===== config.mk =====
export PLATFORM = sky130hd
export DESIGN_NAME = nn_layer_serializer
export DESIGN_NICKNAME = d
export VERILOG_FILES = /design/src/rtl/nn_argmax_tracker.sv /design/src/rtl/nn_layer_serializer.sv
export SDC_FILE = /design/constraint.sdc
export NUM_CORES = 2
export LEC_CHECK = 0
export ABC_AREA = 1
export CAP_MARGIN = 20
export CORE_UTILIZATION = 56
export CTS_CLUSTER_DIAMETER = 200
export DETAILED_ROUTE_END_ITERATION = 10
export PLACE_DENSITY = 0.86
export SETUP_SLACK_MARGIN = 0.5
export SYNTH_ARGS = -nofsm -noshare
export SYNTH_HDL_FRONTEND = slang
export SYNTH_SLANG_ARGS = --single-unit

===== constraint.sdc =====
create_clock -name clk -period 26.1 [get_ports clk]
set_clock_uncertainty 0.05 [all_clocks]
set_input_delay 5.22 -clock clk [delete_from_list [all_inputs] [get_ports clk]]
set_output_delay 5.22 -clock clk [all_outputs]
set_load 0.02 [all_outputs]

===== src/rtl/nn_argmax_tracker.sv =====
// Running arg-max over a stream of signed elements.
// Ports:
//   clk, rst        clock, asynchronous active-high reset
//   sample          an element is transferred this cycle
//   first           the transferred element is element 0 (restarts the maximum)
//   last            the transferred element is the final one of the vector
//   value, index    the transferred element and its position
//   max_index       index of the largest element of the last completed vector
//   max_valid       one-cycle pulse when max_index has just been updated
module nn_argmax_tracker #(
  parameter int data_width = 16,
  parameter int IDX_W      = 5
) (
  input  logic                         clk,
  input  logic                         rst,
  input  logic                         sample,
  input  logic                         first,
  input  logic                         last,
  input  logic signed [data_width-1:0] value,
  input  logic        [IDX_W-1:0]      index,
  output logic        [IDX_W-1:0]      max_index,
  output logic                         max_valid
);

  logic signed [data_width-1:0] best;
  logic        [IDX_W-1:0]      best_idx;
  logic                         take;

  // Strict greater-than keeps the lower index on ties.
  assign take = first | (value > best);

  always_ff @(posedge clk or posedge rst) begin
    if (rst) begin
      best      <= '0;
      best_idx  <= '0;
      max_index <= '0;
      max_valid <= 1'b0;
    end else begin
      max_valid <= 1'b0;
      if (sample) begin
        if (take) begin
          best     <= value;
          best_idx <= index;
        end
        // The final element may itself be the new maximum, so resolve it here.
        if (last) begin
          max_index <= take ? index : best_idx;
          max_valid <= 1'b1;
        end
      end
    end
  end

endmodule


===== src/rtl/nn_layer_serializer.sv =====
// Captures a parallel layer output vector and streams it one element per
// transfer (valid/ready), reporting the arg-max of each streamed vector.
// Ports:
//   clk, rst        clock, asynchronous active-high reset
//   in_vec          parallel vector, element i at in_vec[i]
//   in_valid        in_vec holds a complete vector
//   in_ready        block is idle and will capture on in_valid
//   out             current streamed element
//   out_valid       out holds a valid element
//   out_ready       downstream accepts out
//   out_last        out holds element NUM_NEURONS-1
//   max_index       index of the largest element of the last streamed vector
//   max_valid       one-cycle pulse when max_index updates
//
// state  | meaning
// IDLE   | waiting for in_valid, in_ready high
// STREAM | presenting captured elements in ascending order
module nn_layer_serializer #(
  parameter int NUM_NEURONS = 30,
  parameter int data_width  = 16
) (
  input  logic                                    clk,
  input  logic                                    rst,
  input  logic [NUM_NEURONS-1:0][data_width-1:0]  in_vec,
  input  logic                                    in_valid,
  output logic                                    in_ready,
  output logic [data_width-1:0]                   out,
  output logic                                    out_valid,
  input  logic                                    out_ready,
  output logic                                    out_last,
  output logic [((NUM_NEURONS > 1) ? $clog2(NUM_NEURONS) : 1)-1:0] max_index,
  output logic                                    max_valid
);

  // A one-element layer still needs a 1-bit counter/index.
  localparam int IDX_W = (NUM_NEURONS > 1) ? $clog2(NUM_NEURONS) : 1;
  localparam logic [IDX_W-1:0] LAST_IDX = IDX_W'(NUM_NEURONS - 1);

  typedef enum logic {IDLE, STREAM} state_t;

  state_t                                state, next_state;
  logic [NUM_NEURONS-1:0][data_width-1:0] vec_q;
  logic [IDX_W-1:0]                      cnt;
  logic                                  capture;
  logic                                  xfer;

  assign in_ready  = (state == IDLE);
  assign out_valid = (state == STREAM);
  assign out_last  = (state == STREAM) && (cnt == LAST_IDX);
  assign out       = (state == STREAM) ? vec_q[cnt] : '0;
  assign capture   = in_ready & in_valid;
  assign xfer      = out_valid & out_ready;

  always_ff @(posedge clk or posedge rst) begin
    if (rst) state <= IDLE;
    else     state <= next_state;
  end

  always_comb begin
    next_state = state;
    case (state)
      IDLE:    if (in_valid) next_state = STREAM;
      STREAM:  if (xfer && out_last) next_state = IDLE;
      default: next_state = IDLE;
    endcase
  end

  always_ff @(posedge clk or posedge rst) begin
    if (rst) begin
      vec_q <= '0;
      cnt   <= '0;
    end else begin
      if (capture) begin
        vec_q <= in_vec;
        cnt   <= '0;
      end else if (xfer) begin
        cnt <= out_last ? '0 : cnt + IDX_W'(1);
      end
    end
  end

  nn_argmax_tracker #(
    .data_width (data_width),
    .IDX_W      (IDX_W)
  ) u_argmax (
    .clk       (clk),
    .rst       (rst),
    .sample    (xfer),
    .first     (cnt == '0),
    .last      (out_last),
    .value     (out),
    .index     (cnt),
    .max_index (max_index),
    .max_valid (max_valid)
  );

endmodule


==> impl_metrics.prom <==
# TYPE chip_impl_metric gauge
chip_impl_metric{name="minimum_setup_slack_among_reg_to_reg_paths",unit="ns"} 20.41
chip_impl_metric{name="largest_stage_delay_on_the_critical_path",unit="ns"} 0.90
chip_impl_metric{name="pin_count",unit=""} 509
chip_impl_metric{name="h-tree-depth",unit=""} 2
chip_impl_info{name="r2r_end",value="u_argmax.best[14]"} 1
chip_impl_metric{name="clk_buf_depth",unit=""} 3
chip_impl_metric{name="drive_gt1_share",unit="%"} 18.6
chip_impl_metric{name="final_routed_wirelength",unit="um"} 77800
chip_impl_metric{name="clk_pin_slew_worst_paths",unit="ns"} 0.06
chip_impl_metric{name="grt_max_degree",unit=""} 169
chip_impl_metric{name="synth_edf_count",unit=""} 0
chip_impl_metric{name="grt_first_pass_wirelength",unit="um"} 118000
chip_impl_metric{name="syn-instance-count",unit=""} 2404
chip_impl_info{name="unrepaired_setup_endpoints_after_global_routing",value="no"} 1
chip_impl_metric{name="setup_viol",unit=""} 0
chip_impl_metric{name="final_max_slew_viol_count",unit=""} 0
chip_impl_metric{name="yosysSeqAreaShare",unit="%"} 53.0
chip_impl_metric{name="pwr_cell_area",unit="nW/um^2"} 130
chip_impl_metric{name="timing.critical_path.fanout_max",unit=""} 112
chip_impl_info{name="run_status",value="finished, final reports clean"} 1
chip_impl_info{name="cts_tree",value="built"} 1
chip_impl_metric{name="synth_cell_types",unit=""} 35
chip_impl_metric{name="starting_drc_count_in_detailed_routing",unit=""} 2088
chip_impl_metric{name="final_hold_viol_count",unit=""} 0
chip_impl_metric{name="floorplan.rows",unit=""} 75
chip_impl_metric{name="avgSynthCellArea",unit="sq um"} 10.1
chip_impl_metric{name="final-instance-count-excl-fill",unit=""} 3460
chip_impl_metric{name="finalWeightedCongestion",unit=""} 0.904
chip_impl_metric{name="r2r_cells",unit=""} 24
chip_impl_info{name="critical_path_start_end_classification",value="reg2out"} 1
chip_impl_metric{name="cts_made_buffers",unit=""} 52
chip_impl_metric{name="syn_to_final_growth",unit="%"} 28.7
chip_impl_info{name="startpoint",value="cnt[0]"} 1
chip_impl_metric{name="vdd_drop_max",unit="mV"} 0.104
chip_impl_info{name="critical_path.most_common_cell",value="sky130_fd_sc_hd__nor2_1"} 1
chip_impl_metric{name="post-layout-total-power",unit="mW"} 4.06
chip_impl_info{name="worstSetupEndpointType",value="primary output"} 1
chip_impl_metric{name="drt_pre_antenna_iters",unit=""} 6
chip_impl_metric{name="yosys_register_bits",unit=""} 513
chip_impl_metric{name="dieArea",unit="sq um"} 44000
chip_impl_info{name="source_of_the_worst_hold_timing_path",value="u_argmax.best[5]"} 1
chip_impl_metric{name="core_region_area",unit="sq um"} 42300
chip_impl_metric{name="postCtsSetupBuffers",unit=""} 0
chip_impl_metric{name="finalWorstPathRequiredPeriod",unit="ns"} 10.26
chip_impl_metric{name="final.setup.tns",unit="ns"} 0
chip_impl_metric{name="worst_pin_slew",unit="ns"} 1.06
chip_impl_metric{name="post-place-cells",unit=""} 3351
chip_impl_metric{name="die-height",unit="um"} 210
chip_impl_info{name="worst_setup_path_endpoint",value="out[6]"} 1
chip_impl_metric{name="num-nets-final",unit=""} 3332
chip_impl_metric{name="worst_path_required",unit="ns"} 20.83
chip_impl_metric{name="grt_pass1_vias",unit=""} 20738
chip_impl_metric{name="max_slew_margin",unit="%"} 29.4
chip_impl_metric{name="ys_warns",unit=""} 0
chip_impl_metric{name="detailed_place_hpwl",unit="um"} 53700
chip_impl_metric{name="drc",unit=""} 0
chip_impl_metric{name="synth-async-reset-ratio",unit="%"} 100
chip_impl_metric{name="effective_utilization_at_floorplan",unit="%"} 57.2
chip_impl_metric{name="clkLatencyLatePin",unit="ns"} 0.60
chip_impl_metric{name="timing.final.crit_share",unit="%"} 39.3
chip_impl_metric{name="clock_tree_sinks",unit=""} 513
chip_impl_metric{name="number_of_antenna_violations_at_the_first_check_in_global_routing",unit=""} 23
chip_impl_metric{name="die_x_extent",unit="um"} 210
chip_impl_metric{name="critPathBufInv",unit=""} 4
chip_impl_info{name="crit_path_top_delay_cell",value="sky130_fd_sc_hd__dfrtp_4"} 1
chip_impl_metric{name="synthesis.area",unit="sq um"} 24200
chip_impl_info{name="worstSetupStartpointType",value="register"} 1
chip_impl_metric{name="grt_use_total",unit="%"} 35.4
chip_impl_metric{name="total_nets_after_synthesis",unit=""} 2907
chip_impl_info{name="cts_root_buffer",value="sky130_fd_sc_hd__clkbuf_16"} 1
chip_impl_metric{name="fill_cells",unit=""} 2859
chip_impl_metric{name="arrival",unit="ns"} 4.99
chip_impl_metric{name="critical_path_depth",unit=""} 12
chip_impl_metric{name="globalRoute.totalOverflow",unit=""} 0
chip_impl_info{name="synth_top_flop_cell",value="sky130_fd_sc_hd__dfrtp_1"} 1
chip_impl_info{name="critical_path.reg2reg.startpoint",value="cnt[0]"} 1
chip_impl_metric{name="route.antenna.remaining_nets",unit=""} 0
chip_impl_info{name="cp_cell_sequence",value="buf_4, buf_4, a21oi_1, o21ai_0, o21ai_0, nand2_1, nand2_1, nor2_1, nor2_1, nor2_1, inv_1, clkdlybuf4s50_1"} 1
chip_impl_metric{name="num_vias",unit=""} 19990
chip_impl_metric{name="routedWlPerCell",unit="um"} 22.5
chip_impl_metric{name="cap_viol_max_count",unit=""} 0
chip_impl_metric{name="io_buffer_count",unit=""} 508
chip_impl_metric{name="cts_resized",unit=""} 0
chip_impl_metric{name="cts_hold_buf",unit=""} 0
chip_impl_info{name="hold_class",value="reg2reg"} 1
chip_impl_info{name="cp_top_family",value="buffers and inverters"} 1
chip_impl_metric{name="post_drt_via_cell_ratio",unit=""} 5.78
chip_impl_metric{name="timing.fmax",unit="MHz"} 97.5
chip_impl_metric{name="leakage",unit="nW"} 14.2
-- layout by cell type, fill, tap and decap left out, types with 19 or more instances in the layout --
| cell type | instances |
|---|---|
| sky130_fd_sc_hd__a21oi_1 | 163 |
| sky130_fd_sc_hd__clkbuf_16 | 53 |
| sky130_fd_sc_hd__clkbuf_8 | 19 |
| sky130_fd_sc_hd__clkdlybuf4s50_1 | 508 |
| sky130_fd_sc_hd__dfrtp_1 | 511 |
| sky130_fd_sc_hd__ha_1 | 19 |
| sky130_fd_sc_hd__inv_1 | 142 |
| sky130_fd_sc_hd__mux2_2 | 386 |
| sky130_fd_sc_hd__nand2_1 | 305 |
| sky130_fd_sc_hd__nor2_1 | 310 |
| sky130_fd_sc_hd__o211ai_1 | 20 |
| sky130_fd_sc_hd__o21ai_0 | 221 |
| sky130_fd_sc_hd__o21ai_1 | 44 |
| sky130_fd_sc_hd__o22ai_1 | 48 |
-- area by class of cell --
| type | instances | area (sq um) | area share [%] |
|---|---|---|---|
| clock buffer | 84 | 1630 | 5.24 |
| timing repair buffer | 527 | 5250 | 16.9 |
| tap | 577 | 722 | 2.32 |
| sequential | 513 | 12800 | 41.2 |
| inverter | 149 | 569 | 1.83 |
| antenna | 17 | 42.5 | 0.137 |
| multi-input combinational | 1586 | 10000 | 32.1 |
| clock inverter | 7 | 87.6 | 0.281 |
-- metrics by stage --
stage	setup WS, ns	hold slack, ns	util, %	cell area, sq um
floorplan	6.50	0.403	-	24200
global placement	16.47	0.417	69.4	29400
detailed placement	16.40	0.425	69.4	29400
CTS	15.90	0.439	73.5	31100
global route	15.59	0.462	73.6	31100
finish	15.84	0.441	73.6	31100
-- state kept, by name, indices dropped and copies added, names as in the netlist --
signal and flops:
u_argmax.best 16, u_argmax.max_valid 1, u_argmax.max_index 5, out_valid 1, u_argmax.best_idx 5, cnt 5
vec_q 480
-- how the worst min path moves through the flow --
stage / to / slack, ns / cells after the start
floorplan: u_argmax.best[0] / 0.40 / 2
global placement: u_argmax.best[0] / 0.42 / 2
detailed placement: u_argmax.best[5] / 0.43 / 2
CTS: u_argmax.best[5] / 0.44 / 2
global route: u_argmax.best[5] / 0.46 / 2
finish: u_argmax.best[5] / 0.44 / 2
-- where the power goes --
group	total (mW)	internal [mW]	switching (mW)	leakage [nW]
Sequential	1.40	1.18	0.222	6.13
Combinational	1.90	0.775	1.13	7.21
Clock	0.759	0.444	0.315	0.848
Total	4.06	2.40	1.67	14.2
-- cell usage after synthesis (2+ instances only) --
library cell               count  area [sq um]
sky130_fd_sc_hd__nand4_1       3          18.8
sky130_fd_sc_hd__nor2_1      312          1170
sky130_fd_sc_hd__dfrtp_1     513         12800
sky130_fd_sc_hd__nor3_1        9          45.0
sky130_fd_sc_hd__xor2_1        2          17.5
sky130_fd_sc_hd__buf_2       102           510
sky130_fd_sc_hd__nand2_1     306          1150
sky130_fd_sc_hd__nand2_4       2          22.5
sky130_fd_sc_hd__inv_2         4          15.0
sky130_fd_sc_hd__nand2_2      14          87.6
sky130_fd_sc_hd__o21ai_2      10          87.6
sky130_fd_sc_hd__ha_1         19           238
sky130_fd_sc_hd__mux2_2      386          4350
sky130_fd_sc_hd__a21oi_1     163           816
sky130_fd_sc_hd__nand3_1      12          60.1
sky130_fd_sc_hd__o21ai_0     221          1110
sky130_fd_sc_hd__clkbuf_1     37           139
sky130_fd_sc_hd__o22ai_1      48           300
sky130_fd_sc_hd__buf_6         9           101
sky130_fd_sc_hd__nor3_2        2          20.0
sky130_fd_sc_hd__inv_1       145           544
sky130_fd_sc_hd__nor2_2        6          37.5
sky130_fd_sc_hd__buf_4         5          37.5
sky130_fd_sc_hd__o21ai_1      44           220
sky130_fd_sc_hd__o211ai_1     20           150
-- per-layer routing --
layer	up-vias	global-route usage [%]	share of wire, %
met5	-	0	0.10
met1	9810	41.9	37
li1	8915	-	-
met4	12	20.6	5.7
met3	238	8.92	8.9
met2	1015	58.6	49
-- worst reg2reg max path: cells and delay by family (launching register included) --
kind / cells / cell delay [ns]
AO/OA/AOI/OAI: 4 / 0.72
AND/OR/NAND/NOR: 16 / 1.92
buffers and inverters: 3 / 1.71
flip-flops: 1 / 0.90
adder cells (fa/ha/maj): 1 / 0.31
-- cells by family (layout without fill, tap and decap cells) --
| family | count (synthesis) | in the layout | share of synthesized area (%) |
|---|---|---|---|
| buffers and inverters | 305 | 767 | 5.73 |
| and+or+nand+nor | 669 | 669 | 11.0 |
| xor gates and xnor gates | 2 | 2 | 0.0724 |
| DFF | 513 | 513 | 53.0 |
| muxes | 387 | 387 | 18.0 |
| adders and majority gates | 19 | 19 | 0.982 |
| AOI/OAI and AO/OA | 509 | 509 | 11.2 |
| other | 0 | 17 | 0 |
(Power assumes the default switching activity.)
